`config.mk`:
```
export PLATFORM = sky130hd
export DESIGN_NAME = count_one_seq
export DESIGN_NICKNAME = d
export VERILOG_FILES = /design/src/rtl/count_one_seq_pkg.sv /design/src/rtl/count_one_chunk.sv /design/src/rtl/count_one_seq.sv
export SDC_FILE = /design/constraint.sdc
export NUM_CORES = 1
export LEC_CHECK = 0
export CAP_MARGIN = 40
export CORE_UTILIZATION = 35
export DETAILED_ROUTE_END_ITERATION = 8
export GPL_ROUTABILITY_DRIVEN = 0
export SYNTH_ARGS = -nofsm -noshare
export SYNTH_HDL_FRONTEND = slang
export SYNTH_SLANG_ARGS = --single-unit
export TNS_END_PERCENT = 100
```
`constraint.sdc`:
```
create_clock -name clk -period 3.1 [get_ports clk]
set_input_delay 0.31 -clock clk [delete_from_list [all_inputs] [get_ports clk]]
set_output_delay 0.31 -clock clk [all_outputs]
set_load 0.03 [all_outputs]
```
`src/rtl/count_one_seq_pkg.sv`:
```
// Shared types and elaboration helpers for the sequential ones-count decoder.
package count_one_seq_pkg;

  typedef enum logic [1:0] {
    IDLE = 2'd0,
    BUSY = 2'd1,
    DONE = 2'd2
  } count_one_seq_state_t;

  // Index counters need at least one bit even when there is a single chunk.
  function automatic int idx_width(input int n);
    return (n > 1) ? $clog2(n) : 1;
  endfunction

endpackage

```
`src/rtl/count_one_chunk.sv`:
```
// Combinational popcount of one CHUNK-bit slice of the mask.
module count_one_chunk #(
  parameter int CHUNK = 2
) (
  input  logic [CHUNK-1:0]       bits_i,
  output logic [$clog2(CHUNK):0] cnt_o
);

  localparam int CNT_W = $clog2(CHUNK) + 1;

  always_comb begin
    cnt_o = '0;
    for (int i = 0; i < CHUNK; i++) cnt_o = cnt_o + CNT_W'(bits_i[i]);
  end

endmodule

```
`src/rtl/count_one_seq.sv`:
```
// Multi-cycle mask-to-count decoder, CHUNK bits per cycle, valid/ready on both sides.
// Optional thermometer-code check on the accepted mask: COUNT_ONE_THERMO_CHECK_EN.
module count_one_seq
  import count_one_seq_pkg::*;
#(
  parameter int WIDTH = 8,
  parameter int CHUNK = 2
) (
  input  logic                   clk,
  input  logic                   rst,
  input  logic [WIDTH-1:0]       data_in,
  input  logic                   in_valid,
  output logic                   in_ready,
  output logic [$clog2(WIDTH):0] data_out,
  output logic                   out_valid,
`ifdef COUNT_ONE_THERMO_CHECK_EN
  output logic                   err,
`endif
  input  logic                   out_ready
);

  localparam int CHUNKS = WIDTH / CHUNK;
  localparam int IDX_W  = idx_width(CHUNKS);
  localparam int OUT_W  = $clog2(WIDTH) + 1;
  localparam int CNT_W  = $clog2(CHUNK) + 1;
  localparam logic [IDX_W-1:0] LAST_IDX = IDX_W'(CHUNKS - 1);

  if (WIDTH % CHUNK != 0) begin : g_bad_cfg
    $error("count_one_seq: WIDTH must be a multiple of CHUNK");
  end

  count_one_seq_state_t state_q, state_d;
  logic [WIDTH-1:0]     sh_q, sh_d;
  logic [OUT_W-1:0]     acc_q, acc_d;
  logic [OUT_W-1:0]     dout_q, dout_d;
  logic [OUT_W-1:0]     sum;
  logic [IDX_W-1:0]     idx_q, idx_d;
  logic [CNT_W-1:0]     chunk_cnt;

  // The mask shifts right each BUSY cycle, so chunk[idx] always sits in the low bits.
  count_one_chunk #(.CHUNK(CHUNK)) u_chunk (
    .bits_i (sh_q[CHUNK-1:0]),
    .cnt_o  (chunk_cnt)
  );

`ifdef COUNT_ONE_THERMO_CHECK_EN
  logic             err_q, err_d;
  logic [WIDTH-1:0] mask_inc;
  // Wraps to zero for all-ones, which is a legal thermometer code.
  assign mask_inc = data_in + WIDTH'(1);
  assign err      = err_q;
`endif

  assign sum = acc_q + OUT_W'(chunk_cnt);

  always_comb begin
    state_d = state_q;
    sh_d    = sh_q;
    acc_d   = acc_q;
    idx_d   = idx_q;
    dout_d  = dout_q;
`ifdef COUNT_ONE_THERMO_CHECK_EN
    err_d   = err_q;
`endif
    unique case (state_q)
      IDLE: begin
        if (in_valid) begin
          sh_d    = data_in;
          acc_d   = '0;
          idx_d   = '0;
`ifdef COUNT_ONE_THERMO_CHECK_EN
          err_d   = |(data_in & mask_inc);
`endif
          state_d = BUSY;
        end
      end
      BUSY: begin
        acc_d = sum;
        sh_d  = sh_q >> CHUNK;
        idx_d = idx_q + 1'b1;
        if (idx_q == LAST_IDX) begin
          dout_d  = sum;
          idx_d   = '0;
          state_d = DONE;
        end
      end
      DONE: begin
        if (out_ready) state_d = IDLE;
      end
      default: state_d = IDLE;
    endcase
  end

  always_ff @(posedge clk) begin
    if (rst) begin
      state_q <= IDLE;
      sh_q    <= '0;
      acc_q   <= '0;
      idx_q   <= '0;
      dout_q  <= '0;
`ifdef COUNT_ONE_THERMO_CHECK_EN
      err_q   <= 1'b0;
`endif
    end else begin
      state_q <= state_d;
      sh_q    <= sh_d;
      acc_q   <= acc_d;
      idx_q   <= idx_d;
      dout_q  <= dout_d;
`ifdef COUNT_ONE_THERMO_CHECK_EN
      err_q   <= err_d;
`endif
    end
  end

  assign in_ready  = (state_q == IDLE) && !rst;
  assign out_valid = (state_q == DONE);
  assign data_out  = dout_q;

endmodule

```
# Word-level counts from Yosys, hierarchy flattened
# Cells that the tools add are included.
[classes]
n_addsub = 3
multipliers = 0
div = 0
magnitude_cmp = 0
eq_ne = 6
shifts = 0
mux = 11
bitwise = 0
reduce_logical = 7
[ops]
columns = ["operator", "count"]
rows = [
  ["case mux 8 bit (2 select lines)", 1],
  ["2-to-1 mux 2 bit", 5],
  ["2-to-1 mux 8 bit", 1],
  ["case mux 4 bit (2 select lines)", 1],
  ["case mux 2 bit (3 select lines)", 1],
  ["adder 4 x 2 -> 4 bit", 1],
  ["== test 2 bit (second input constant)", 2],
  ["2-to-1 mux 4 bit", 1],
  ["inequality test 2 bit (second input constant)", 2],
  ["case mux 2 bit (2 select lines)", 1],
  ["AND reduction 2 bit", 2],
  ["AND reduction 3 bit", 1],
  ["adder 1 x 1 -> 2 bit", 1],
  ["adder 2 x 1 -> 2 bit (second input constant)", 1],
  ["== test 2 x 1 -> 1 bit (second input constant)", 1],
  ["zero test 2 bit", 1],
  ["inequality test 2 x 1 -> 1 bit (second input constant)", 1],
  ["nonzero test 2 bit", 1],
  ["logical AND 1 bit", 1],
  ["zero test 1 bit", 1],
]
[totals]
ff_bits = 20
latch_bits = 0
ramBits = 0
mem_bits_ro = 0
inputBits = 12
output_inout_bits = 6
word_cells = 32
n_memories = 0

# Depth between registers and ports, before layout
# Gate-level depths: netlist of the first run.
[depth]
ltp_word = 3
mapped_depth = 7
ltp_nobuf = 7

# Cells and area by module
# From an unflattened synthesis of the first run, not the netlist that was laid out.
[unflattened]
cells_unflattened = 106
hier_area_um2 = 959.7
[modules_own_cells]
columns = ["mod", "instances", "cells_each", "area_per_inst_um2", "seq_area_each_um2"]
rows = [
  ["count_one_seq", 1, 105, 947.2, 400.4],
  ["count_one_chunk", 1, 1, 12.5, 0.0],
]

# Worst setup path before layout of the first run
# No wires, ideal clock.
[synth_path]
kind = "register to output"
from = "register state_q[0]"
to = "output in_ready"
arrival_ns = 1.200
required_time_ns = 2.790
slack_ns = 1.590
path_stages_with_launch = 3
n_path_buf = 1
cell_sequence = "dfxtp_1 > buf_6 > nor3_1"
[synth_between]
elab_chain_len = 2
[synth_rtl]
columns = ["item", "line_no", "text"]
rows = [
  ["start: declaration", "count_one_seq.sv:32", "count_one_seq_state_t state_q, state_d;"],
  ["start signal: assignment", "count_one_seq.sv:105", "state_q <= state_d;"],
  ["zero test 2 bit", "count_one_seq.sv:116", "assign in_ready = (state_q == IDLE) && !rst;"],
  ["logical AND 1 bit", "count_one_seq.sv:116", ""],
  ["end: declaration", "count_one_seq.sv:13", "output logic in_ready,"],
]
# Every way passes these cells.

# Worst setup path after layout of the first run
# Same ends and word-level chain as after synthesis.

==> results of run 1 <==
[report_power, final]
part | total, mW | switching, mW | internal [mW]
registers | 0.281 | 0.0108 | 0.270
logic | 0.0773 | 0.0370 | 0.0403
clock network | 0.154 | 0.0826 | 0.0716
[synth_stat cells, drive strengths merged (3+ instances only)]
cell	instances	area, sq um
dfxtp	20	400.4
nor2b	4	25.02
nor2	23	86.33
a22oi	3	22.52
o2bb2ai	4	35.03
buf	4	31.27
inv	7	26.27
a211oi	7	67.57
[worst max-delay path, delay by kind of cell (launching register included)]
kind	cells	cell delay, ps
buf+inv	1	710
flops	1	510
simple gates	1	260
[per-layer routing]
metal | up-vias | GRT usage, % | wire, microns
met3 | 2 | 2.542 | 57
met1 | 342 | 20.17 | 869
met4 | 0 | 9.211 | 19
met5 | - | 0 | 0
li1 | 394 | - | -
met2 | 10 | 21.81 | 845
[sequential cells by signal (all words and copies together), names as in the netlist]
name      count
sh_q          8
acc_q         4
data_out      4
idx_q         2
state_q       2
[cells by family after synthesis]
family / Yosys count / synth area share (%)
xor gates and xnor gates: 1 / 0.9335
muxes: 1 / 1.067
DFF: 20 / 42.67
buffers and inverters: 13 / 6.932
AOI/OAI and AO/OA: 27 / 25.20
adders and majority gates: 3 / 4.800
and+or+nand+nor: 36 / 18.40
[stage by stage]
stage / worst slack, ps / std cells / instance area [sq um] / util [%] / hold WS, ps
after CTS: 973.2 / 147 / 1151 / 46.05 / 511.6
after global routing: 918.3 / 147 / 1151 / 46.05 / 536.7
after floorplan: 1590 / 101 / 938.4 / - / 388.7
after detailed placement: 1148 / 143 / 1115 / 44.59 / 489.1
after global placement: 1118 / 143 / 1115 / 44.59 / 466.5
final: 1005 / 147 / 1151 / 46.05 / 508.9
[layout make-up]
class	instances	area (sq um)
Tap cell	30	37.54
Multi-Input combinational cell	68	473.0
Inverter	7	26.28
Timing Repair Buffer	18	177.7
Clock buffer	4	36.28
Sequential cell	20	400.4
Fill cell	250	1349
[how the worst max path moves through the flow]
stage	cells past startpoint	endpoint	slack, ps	start
CTS	2	in_ready	970	state_q[0]
global placement	3	in_ready	1120	rst
finish	2	in_ready	1010	state_q[0]
floorplan	2	in_ready	1590	state_q[0]
global route	2	in_ready	920	state_q[0]
detailed placement	3	in_ready	1150	rst
==> results by stage, run 1 <==
Die:
- The floorplan die height is 53.78 microns.
- The die covers 0.002892 sq mm.
- The floorplan has 18 rows.
- The standard cell core area is 0.002500 sq mm.
- The initial utilization of the core area, before any placement, comes to 37.54%.
- The number of top-level pins is 18.
- The die boundary width is 53.78 microns.

Setup path:
- The critical path goes through nor3_1, clkdlybuf4s50_1.
- For the worst setup path, the data required time is 2790 ps.
- The classification of the worst setup path is reg2out.
- The startpoint kind of the worst setup timing path is a register.
- The maximum cell stage delay along the critical path is 710 ps.
- The worst reg-to-reg setup slack is 1500 ps.
- Measured in cells, the most critical reg-to-reg path has a length of 5.
- STA classifies the critical path endpoint as a primary output.
- The maximum fanout count along the critical path is 16.
- The reg-to-reg startpoint is sh_q[0].
- The worst endpoint data arrival time is 1780 ps.
- The endpoint of the worst register-to-register path is acc_q[3].
- The slowest library cell on the worst path is sky130_fd_sc_hd__clkdlybuf4s50_1.

Logic synthesis:
- The mapped netlist covers 938.4 sq um.
- The unique cell type count in the Yosys netlist is 35.
- The number of enable-type register cells in the synthesized netlist is 0.
- The number of warnings reported in the yosys synthesis log is 0.
- The post-synthesis net count is 116.
- After synthesis the netlist holds a flip-flop and latch count of 20.
- The most frequently used flop master after synthesis is sky130_fd_sc_hd__dfxtp_1.
- The sequential element share of the synthesized area is 42.67%.
- The mean cell area of the mapped netlist is 9.291 sq um.
- After technology mapping, the gate count stands at 101.
- The async set-or-reset flop fraction in the synthesized netlist is 0%.

GRT:
- The global-route wire length before repair is 3.022 mm.
- The via count of the first global-routing pass is 674.
- The overall overflow remaining after global route is 0.
- Entering global routing, the biggest net connects 21 pins.
- Global routing used 14.92% of the available tracks.
- The number of antenna violations at the first check in global routing is 0.

Timing:
- The total negative slack is 0 ps.
- The tightest slew margin relative to the limit is 60.79%.
- The upper clock frequency limit is 477.4 MHz.
- On the final layout, the worst clock skew is 4.511 ps.
- The transition time at the pin with the least slew margin is 587.3 ps.
- The number of setup violations in the final report is 0.
- Setup repair after global routing left no endpoint under its margin.
- The clock period minus worst slack is 2095 ps.
- The number of slew-limit violations in the final report is 0.
- The total count of hold-check failures in the final report is 0.
- The worst path uses 67.57% of the clock period.

Route:
- The number of nets still failing antenna checks after routing is 0.
- The number of iterations in the first detailed-routing pass is 6.
- The detail-routed net length per standard cell is 12.18 microns.
- The initial detailed-routing violation count is 17.
- The routed wire length is 1.791 mm.
- The via count of the routed design is 748.
- After detailed routing, the number of vias per cell comes to 5.088.
- The number of remaining DRC errors is 0.

CTS:
- The buffer depth of the longest clock path is 2.
- The number of buffers created by CTS is 3.
- The number of clock sinks is 20.
- The CTS tree is done.
- The H-tree depth is 1.
- Clock-pin slew was measured on the worst setup and hold paths at 120 ps.
- The count of cells resized by post-cts repair is 0.
- The cell at the root of the clock tree is sky130_fd_sc_hd__clkbuf_4.
- For this design, the CTS-stage hold fixing added 0 buffers.
- The later-pin clock latency in the skew report is 300 ps.
- Once the clock tree was built, the setup fixing pass inserted 0 buffers.

Status:
- The flow ran to the end, and the final reports show no timing, DRC or antenna violations.

Pwr:
- The total design power is 512.3 uW.
- The worst IR drop on VDD is 220.2 uV.
- The power density over the cells is 445.0 mW/mm^2.
- For this design the static power due to leakage is 0.4269 nW.

Cells and area:
- The layout net count is 133.
- The most common cell after layout, fill and taps aside is sky130_fd_sc_hd__nor2_1.
- In the layout the commonest cells are sky130_fd_sc_hd__nor2_1 (23), sky130_fd_sc_hd__dfxtp_1 (20), sky130_fd_sc_hd__clkdlybuf4s50_1 (17), sky130_fd_sc_hd__inv_1 (6).
- Compared with the post-synthesis result, the final layout area differs by 22.67%.
- 0 antenna diodes ended up in the layout.
- Cells with a size suffix above 1 make up 10.26% of the layout.

Placement:
- The total half-perimeter wirelength after legalization and detailed placement is 1.268 mm.
- Buffers placed on the I/O ports in this run total 17.

Worst hold path:
- The min-delay analysis places its worst path in the category reg2reg.
- The startpoint of the tightest hold check path is sh_q[2].
- The path with the worst hold slack has its endpoint at sh_q[2].
- The number of stages on the worst hold path is 2.

Job:
- The number of max-capacitance violations reported is 0.
Power figures use the tool's default switching activity.
==> inputs of run 2 (changes only) <==
==> constraint.sdc (replaced) <==
create_clock -name clk -period 2 [get_ports clk]
set_input_delay 0.2 -clock clk [delete_from_list [all_inputs] [get_ports clk]]
set_output_delay 0.2 -clock clk [all_outputs]
set_load 0.03 [all_outputs]
==> run 2 against run 1 <==
  * First-iteration DRC count up 71%
  * Sequential share of layout area increased by 0.27 points
  * Wire length decreased by 1.8%
  * Power increased by 45%
  * Sequential cell count did not move
  * Clock power rose by 19%
  * Sequential power rose by 53%
  * Via count up 1.6%
  * Register-to-register slack worse by 1100 ps
  * Clock skew is 0.77 ps higher
  * Cell area fell by 0.76%
  * Count of clock-buffer cells in the layout is 1 lower
  * Largest cell class unchanged
==> results by stage, run 2 (synthesized netlist as in run 1, its figures left out) <==
Placement:
- The total placed cells including tap cells came to 144 (was 143).
- The total half-perimeter wirelength after legalization and detailed placement was 1.302 mm (was 1.268 mm).
- The quantity of I/O buffers inserted on ports is 17 (unchanged).

Setup path:
- The first element of the critical path is state_q[1] (was state_q[0]).
- The slowest library cell on the worst path is sky130_fd_sc_hd__clkdlybuf4s50_1 (unchanged).
- The reg-to-reg startpoint is sh_q[0] (unchanged).
- The startpoint kind of the worst setup timing path is a register (unchanged).
- The maximum cell stage delay along the critical path is 690 ps (was 710 ps).
- The depth of the critical timing path with buffers and inverters included came to 2 (unchanged).
- The worst endpoint data arrival time came to 1690 ps (was 1780 ps).
- The path depth of the worst reg2reg path is 5 (unchanged).
- The kind of cell with the highest combined delay on the critical path is buffers and inverters (unchanged).
- The data required time at the worst endpoint was 1800 ps (was 2790 ps).
- Chain of cells forming the critical path: nor2b_1, clkdlybuf4s50_1 (was nor3_1, clkdlybuf4s50_1).
- The worst reg-to-reg setup slack is 440 ps (was 1500 ps).
- The buffer and inverter count on the worst path came to 1 (unchanged).
- The endpoint of the worst register-to-register path is acc_q[3] (unchanged).
- The maximum fanout count along the critical path is 10 (was 16).
- The capturing instance or port of the critical path is out_valid (was in_ready).
- The classification of the worst setup path is reg2out (unchanged).
- The critical path capture point type is a primary output (unchanged).

GRT:
- The most used routing layer is met2 (unchanged).
- The number of antenna violations at the first check in global routing is 0 (unchanged).
- The overall overflow remaining after global route is 0 (unchanged).
- The global-route wire length before repair is 3.077 mm (was 3.022 mm).
- The via count of the first global-routing pass came to 699 (was 674).
- The global routing usage on met3 was 3.390% (was 2.542%).
- The met2 track demand over resource is 22.84% (was 21.81%).
- The global routing met1 resource utilization was 20.14% (was 20.17%).
- The all-layer global routing usage is 15.20% (was 14.92%).
- The pin count of the biggest net entering global routing is 21 (unchanged).

Route:
- The initial detailed-routing violation count was 29 (was 17).
- The routed wire length is 1.758 mm (was 1.791 mm).
- The via-per-instance ratio is 5.170 (was 5.088).
- The via count of the routed design is 760 (was 748).
- The number of iterations in the first detailed-routing pass is 4 (was 6).
- The detail-routed net length per standard cell came to 11.96 microns (was 12.18 microns).
- The number of nets still failing antenna checks after routing is 0 (unchanged).
- The number of remaining DRC errors is 0 (unchanged).

Pwr:
- The total design power is 740.5 uW (was 512.3 uW).
- The internal power came to 552.3 uW (was 381.9 uW).
- The leakage power was 0.4260 nW (was 0.4269 nW).
- The switching part of the total is 25.41% (was 25.46%).
- The worst IR drop on VDD was 391.6 uV (was 220.2 uV).
- The sequential group share of total power was 57.9% (was 54.8%).
- The net switching power of the design is 188.2 uW (was 130.4 uW).
- The proportion of power drawn by the clock network is 24.7% (was 30.1%).
- The proportion of power drawn by combinational gates is 17.4% (was 15.1%).
- The power density over the cells is 648.2 mW/mm^2 (was 445.0 mW/mm^2).

CTS:
- The buffer depth of the longest clock path is 2 (unchanged).
- The number of clock sinks is 20 (unchanged).
- The count of cells resized by post-cts repair is 0 (unchanged).
- The clock slew at the register clock pins of the worst setup and hold paths came to 110 ps (was 120 ps).
- The cell at the root of the clock tree was sky130_fd_sc_hd__clkbuf_4 (unchanged).
- The CTS tree is done (unchanged).
- The H-tree depth was 1 (unchanged).
- The number of buffers created by CTS was 3 (unchanged).
- The later-pin clock latency in the skew report is 290 ps (was 300 ps).
- The quantity of hold-fixing buffers added after cts was 0 (unchanged).
- The number of post-CTS setup repair buffers was 0 (unchanged).

Die:
- The number of placement rows came to 18 (unchanged).
- The die footprint is 0.002892 sq mm (unchanged).
- The number of top-level pins is 18 (unchanged).
- The floorplan die height is 53.78 microns (unchanged).
- The die boundary width was 53.78 microns (unchanged).
- The standard cell core area is 0.002500 sq mm (unchanged).
- The effective utilization at floorplan came to 37.54% (unchanged).

Timing:
- The tightest slew margin relative to the limit was 74.26% (was 60.79%).
- The total negative slack was 0 ps (unchanged).
- Timing would allow up to 528.7 MHz.
- Of the available clock period, the critical path in the final layout requires 94.58%.
- Unrepaired setup endpoints after global routing: false (unchanged).
- The number of setup violations in the final report is 0 (unchanged).
- The clock skew after layout was 5.282 ps (was 4.511 ps).
- Counting I/O delays and the setup requirement, the final critical path takes 1892 ps.
- The total count of hold-check failures in the final report was 0 (unchanged).
- The number of slew-limit violations in the final report came to 0 (unchanged).
- The transition time at the pin with the least slew margin was 384.9 ps (was 587.3 ps).

Cells and area:
- The antenna diode count is 0 (unchanged).
- The growth of design area from synthesis to finish is 21.73% (was 22.67%).
- The most common cell after layout, fill and taps aside was sky130_fd_sc_hd__nor2_1 (unchanged).
- The layout net count came to 134 (was 133).
- The register ranked first by flip-flop count is sh_q (unchanged).
- The final design utilization is 45.70% (was 46.05%).
- The number of standard cells in the final layout excluding fillers is 147 (unchanged).
- The number of flip-flops under the largest register name was 8 (unchanged).
- The share of final-layout standard cells stronger than drive strength 1 is 11.11% (was 10.26%).
- The layout filler cell count is 250 (unchanged).
- Top library cells by usage in the layout, fill and taps aside: sky130_fd_sc_hd__nor2_1 (23), sky130_fd_sc_hd__dfxtp_1 (20), sky130_fd_sc_hd__clkdlybuf4s50_1 (16), sky130_fd_sc_hd__inv_1 (6) (was sky130_fd_sc_hd__nor2_1 (23), sky130_fd_sc_hd__dfxtp_1 (20), sky130_fd_sc_hd__clkdlybuf4s50_1 (17), sky130_fd_sc_hd__inv_1 (6)).

Job:
- The number of max-capacitance violations reported was 0 (unchanged).

Status:
- Status: finished clean (unchanged).

Worst hold path:
- The class of the worst hold path is reg2reg (unchanged).
==> run 2: cell types whose count changed in the layout (fill, tap and decap cells not counted) <==
cell,before,now
sky130_fd_sc_hd__buf_4,1,3
sky130_fd_sc_hd__clkdlybuf4s50_1,17,16
sky130_fd_sc_hd__clkbuf_8,1,0
==> run 2: worst min-delay path by stage <==
stage | from | endpoint | slack, ps | depth (start not counted)
floorplan | rst | sh_q[0] | 280 | 1
global placement | acc_q[0] | acc_q[0] | 470 | 2
finish | acc_q[0] | acc_q[0] | 500 | 2
CTS | out_ready | state_q[1] | 500 | 4
detailed placement | acc_q[0] | acc_q[0] | 480 | 2
global route | sh_q[4] | sh_q[4] | 530 | 2
==> run 2: worst min-delay path, cell delays in order (launching register included) <==
cell	delay [ps]
sky130_fd_sc_hd__dfxtp_1	340
sky130_fd_sc_hd__a2bb2oi_1	60
sky130_fd_sc_hd__nor2_1	70
==> run 2: metal layers <==
layer / vias up / part of all wire, %
met5: - / 0
li1: 392 / -
met3: 2 / 3.6
met4: 0 / 1.1
met1: 354 / 48
met2: 12 / 48
==> run 2: through the flow <==
step | area, sq um | setup slack [ps] | hold slack (ps)
after floorplan | 938.4 | 519.6 | 278.7
after global placement | 1120 | 421.0 | 466.8
after detailed placement | 1120 | 395.3 | 481.5
after CTS | 1142 | 81.68 | 504.1
after global routing | 1142 | 9.235 | 528.8
final | 1142 | 108.4 | 501.8
==> run 2: area by class of cell <==
cell class | instances | area [sq um] | area share [%]
Multi-Input combinational cell | 68 | 473.0 | 41.40
Clock buffer | 3 | 22.52 | 1.972
Timing Repair Buffer | 19 | 182.7 | 15.99
Sequential cell | 20 | 400.4 | 35.05
Tap cell | 30 | 37.54 | 3.286
Inverter | 7 | 26.28 | 2.300
==> run 2: power groups by stage <==
| stage | combinational (mW) | clock [mW] | sequential [mW] |
|---|---|---|---|
| after floorplan | 0.0872 | 0 | 0.437 |
| after global placement | 0.129 | 0 | 0.438 |
| after detailed placement | 0.131 | 0 | 0.438 |
| after CTS | 0.131 | 0.197 | 0.429 |
| after global routing | 0.144 | 0.212 | 0.432 |
| final | 0.129 | 0.183 | 0.429 |
==> inputs of run 3 (changes only) <==
--- a/config.mk
+++ b/config.mk
@@ -6,6 +6,7 @@
 export NUM_CORES = 1
 export LEC_CHECK = 0
 export CAP_MARGIN = 40
+export CORE_MARGIN = 2
 export CORE_UTILIZATION = 35
 export DETAILED_ROUTE_END_ITERATION = 8
 export GPL_ROUTABILITY_DRIVEN = 0
==> run 3 against run 2 <==
  * Die area up 7.6%
  * Largest cell class unchanged
  * Combinational power about the same
  * Cell count up 0.68%
  * Via count down 0.79%
  * Utilization up 0.60 points
  * Non-clock buffer count unchanged
  * Hold slack better by 0.75 ps
  * Highest routed layer unchanged
  * Power up 7.6%
  * Clock power up 31%
  * Fmax up 4.2%
  * Critical path depth unchanged
  * Worst setup slack better by 77 ps
==> results by stage, run 3 (synthesized netlist as in run 1, its figures left out) <==
Status:
- Status: finished clean (unchanged).

Route:
- The number of nets still failing antenna checks after routing is 0 (unchanged).
- The number of remaining DRC errors is 0 (unchanged).
- The number of iterations in the first detailed-routing pass is 4 (unchanged).
- The via-per-instance ratio is 5.095 (was 5.170).
- The initial detailed-routing violation count is 6 (was 29).
- The detail-routed net length per standard cell came to 12.37 microns (was 11.96 microns).
- The routed wire length came to 1.831 mm (was 1.758 mm).
- The via count of the routed design is 754 (was 760).

Setup path:
- The critical path capture point type is a primary output (unchanged).
- The path depth of the worst reg2reg path is 5 (unchanged).
- The worst endpoint data arrival time is 1610 ps (was 1690 ps).
- Chain of cells forming the critical path: nor2b_1, clkdlybuf4s50_1 (unchanged).
- The slowest library cell on the worst path was sky130_fd_sc_hd__clkdlybuf4s50_1 (unchanged).
- The startpoint kind of the worst setup timing path is a register (unchanged).
- The classification of the worst setup path was reg2out (unchanged).
- The maximum fanout count along the critical path is 10 (unchanged).
- The maximum cell stage delay along the critical path was 690 ps (about the same).
- The kind of cell with the highest combined delay on the critical path is buffers and inverters (unchanged).
- The depth of the critical timing path with buffers and inverters included is 2 (unchanged).
- The buffer and inverter count on the worst path is 1 (unchanged).
- The data required time at the worst endpoint is 1800 ps (about the same).

Cells and area:
- The number of flip-flops under the largest register name was 8 (unchanged).
- The total non-filler cell area in the finished layout came to 0.001157 sq mm (was 0.001142 sq mm).
- The growth of design area from synthesis to finish came to 23.33% (was 21.73%).
- The register ranked first by flip-flop count is sh_q (unchanged).
- The area occupied by multi-input gates is 473.0 sq um (unchanged).
- Top library cells by usage in the layout, fill and taps aside: sky130_fd_sc_hd__nor2_1 (23), sky130_fd_sc_hd__dfxtp_1 (19), sky130_fd_sc_hd__clkdlybuf4s50_1 (16), sky130_fd_sc_hd__inv_1 (6) (was sky130_fd_sc_hd__nor2_1 (23), sky130_fd_sc_hd__dfxtp_1 (20), sky130_fd_sc_hd__clkdlybuf4s50_1 (16), sky130_fd_sc_hd__inv_1 (6)).
- The most common cell after layout, fill and taps aside is sky130_fd_sc_hd__nor2_1 (unchanged).
- The layout net count is 134 (unchanged).
- The antenna diode count came to 0 (unchanged).
- The share of final-layout standard cells stronger than drive strength 1 is 12.71% (was 11.11%).
- The layout filler cell count came to 251 (was 250).
- The area taken by flip-flops and latches is 401.6 sq um (was 400.4 sq um).

Pwr:
- The leakage power is 0.4337 nW (was 0.4260 nW).
- The worst IR drop on VDD is 376.0 uV (was 391.6 uV).
- The proportion of power drawn by combinational gates is 15.8% (was 17.4%).
- The net switching power of the design came to 203.3 uW (was 188.2 uW).
- The sequential group share of total power was 54.1% (was 57.9%).
- The switching part of the total is 25.51% (was 25.41%).
- The proportion of power drawn by the clock network is 30.0% (was 24.7%).
- The internal power came to 593.7 uW (was 552.3 uW).
- The power density over the cells came to 688.6 mW/mm^2 (was 648.2 mW/mm^2).

Timing:
- The total negative slack is 0 ps (unchanged).
- The upper clock frequency limit is 551.0 MHz (was 528.7 MHz).
- The total count of hold-check failures in the final report came to 0 (unchanged).
- The clock period minus worst slack was 1815 ps (was 1892 ps).
- The number of setup violations in the final report was 0 (unchanged).
- The transition time at the pin with the least slew margin is 377.5 ps (was 384.9 ps).
- The number of slew-limit violations in the final report is 0 (unchanged).
- The period utilization was 90.75% (was 94.58%).
- The tightest slew margin relative to the limit is 74.83% (was 74.26%).
- Unrepaired setup endpoints after global routing: false (unchanged).
- The clock skew after layout came to 9.863 ps (was 5.282 ps).
- The post-route worst setup slack is 185.0 ps (was 108.4 ps).

Die:
- The floorplan die height is 55.78 microns (was 53.78 microns).
- The number of top-level pins is 18 (unchanged).
- The standard cell core area came to 0.002500 sq mm (unchanged).
- The number of placement rows is 18 (unchanged).
- The die boundary width was 55.78 microns (was 53.78 microns).
- The die footprint is 0.003111 sq mm (was 0.002892 sq mm).
- The effective utilization at floorplan is 37.54% (unchanged).

CTS:
- The number of buffers created by CTS is 3 (unchanged).
- The clock slew at the register clock pins of the worst setup and hold paths is 120 ps (was 110 ps).
- The number of post-CTS setup repair buffers is 0 (unchanged).
- The quantity of hold-fixing buffers added after cts is 0 (unchanged).
- The later-pin clock latency in the skew report is 300 ps (was 290 ps).
- The count of cells resized by post-cts repair is 0 (unchanged).
- The buffer depth of the longest clock path is 2 (unchanged).
- The CTS tree is done (unchanged).
- The H-tree depth is 1 (unchanged).
- The cell at the root of the clock tree is sky130_fd_sc_hd__clkbuf_4 (unchanged).
- The number of clock sinks is 20 (unchanged).

GRT:
- The pin count of the biggest net entering global routing is 21 (unchanged).
- The global-route wire length before repair is 3.201 mm (was 3.077 mm).
- The all-layer global routing usage is 12.85% (was 15.20%).
- The via count of the first global-routing pass is 733 (was 699).
- The overall overflow remaining after global route was 0 (unchanged).
- The number of antenna violations at the first check in global routing was 0 (unchanged).

Placement:
- The worst slack at placement was 392.8 ps (was 395.3 ps).
- The total half-perimeter wirelength after legalization and detailed placement is 1.351 mm (was 1.302 mm).
- The post-place instance area is 0.001120 sq mm (unchanged).
- The quantity of I/O buffers inserted on ports was 17 (unchanged).

Job:
- The number of max-capacitance violations reported came to 0 (unchanged).

Worst hold path:
- The class of the worst hold path is in2reg (was reg2reg).
- The number of stages on the worst hold path is 4 (was 2).
## run 3: changes by cell type in the layout (fill, tap and decap cells not counted)
cell,previous run,this run
sky130_fd_sc_hd__dfxtp_2,0,1
sky130_fd_sc_hd__dfxtp_1,20,19
sky130_fd_sc_hd__clkbuf_8,0,1
## run 3: per-layer routing
| layer | global-route usage [%] | vias up | wire (microns) |
|---|---|---|---|
| li1 | - | 393 | - |
| met1 | 17.09 | 345 | 896 |
| met2 | 19.73 | 12 | 832 |
| met3 | 2.558 | 4 | 72 |
| met4 | 6.272 | 0 | 29 |
| met5 | 0 | - | 0 |
## run 3: worst paths after layout
kind | startpoint | end | slack (ps)
worst max-delay path | state_q[1] | out_valid | 190
worst min-delay path | out_ready | state_q[1] | 500
worst max register to register | sh_q[0] | acc_q[3] | 400
worst min register to register | sh_q[6] | sh_q[6] | 500
## run 3: final cells by class
type                            count  area share [%]
Multi-Input combinational cell     68           40.86
Clock buffer                        4           3.135
Sequential cell                    20           34.70
Tap cell                           30           3.243
Timing Repair Buffer               19           15.78
Inverter                            7           2.270
## run 3: worst min-delay path: stages
cell,delay [ps]
sky130_fd_sc_hd__clkdlybuf4s50_1,400
sky130_fd_sc_hd__inv_1,60
sky130_fd_sc_hd__a21oi_1,50
sky130_fd_sc_hd__nor2_1,70
## run 3: through the flow
step / total power [mW] / hold WS, ps / util, % / instances
after detailed placement: 0.5677 / 475.3 / 44.79 / 144
after global routing: 0.8350 / 517.6 / 46.30 / 148
after global placement: 0.5649 / 467.0 / 44.79 / 144
final: 0.7970 / 502.6 / 46.30 / 148
after floorplan: 0.5246 / 278.7 / - / 101
after CTS: 0.8073 / 500.5 / 46.25 / 148
## run 3: power by group through the flow
| stage | combinational [mW] | clock, mW | sequential [mW] |
|---|---|---|---|
| after global placement | 0.125 | 0 | 0.440 |
| after detailed placement | 0.127 | 0 | 0.441 |
| after global routing | 0.142 | 0.258 | 0.435 |
| after CTS | 0.127 | 0.248 | 0.432 |
| after floorplan | 0.0872 | 0 | 0.437 |
| final | 0.126 | 0.239 | 0.432 |
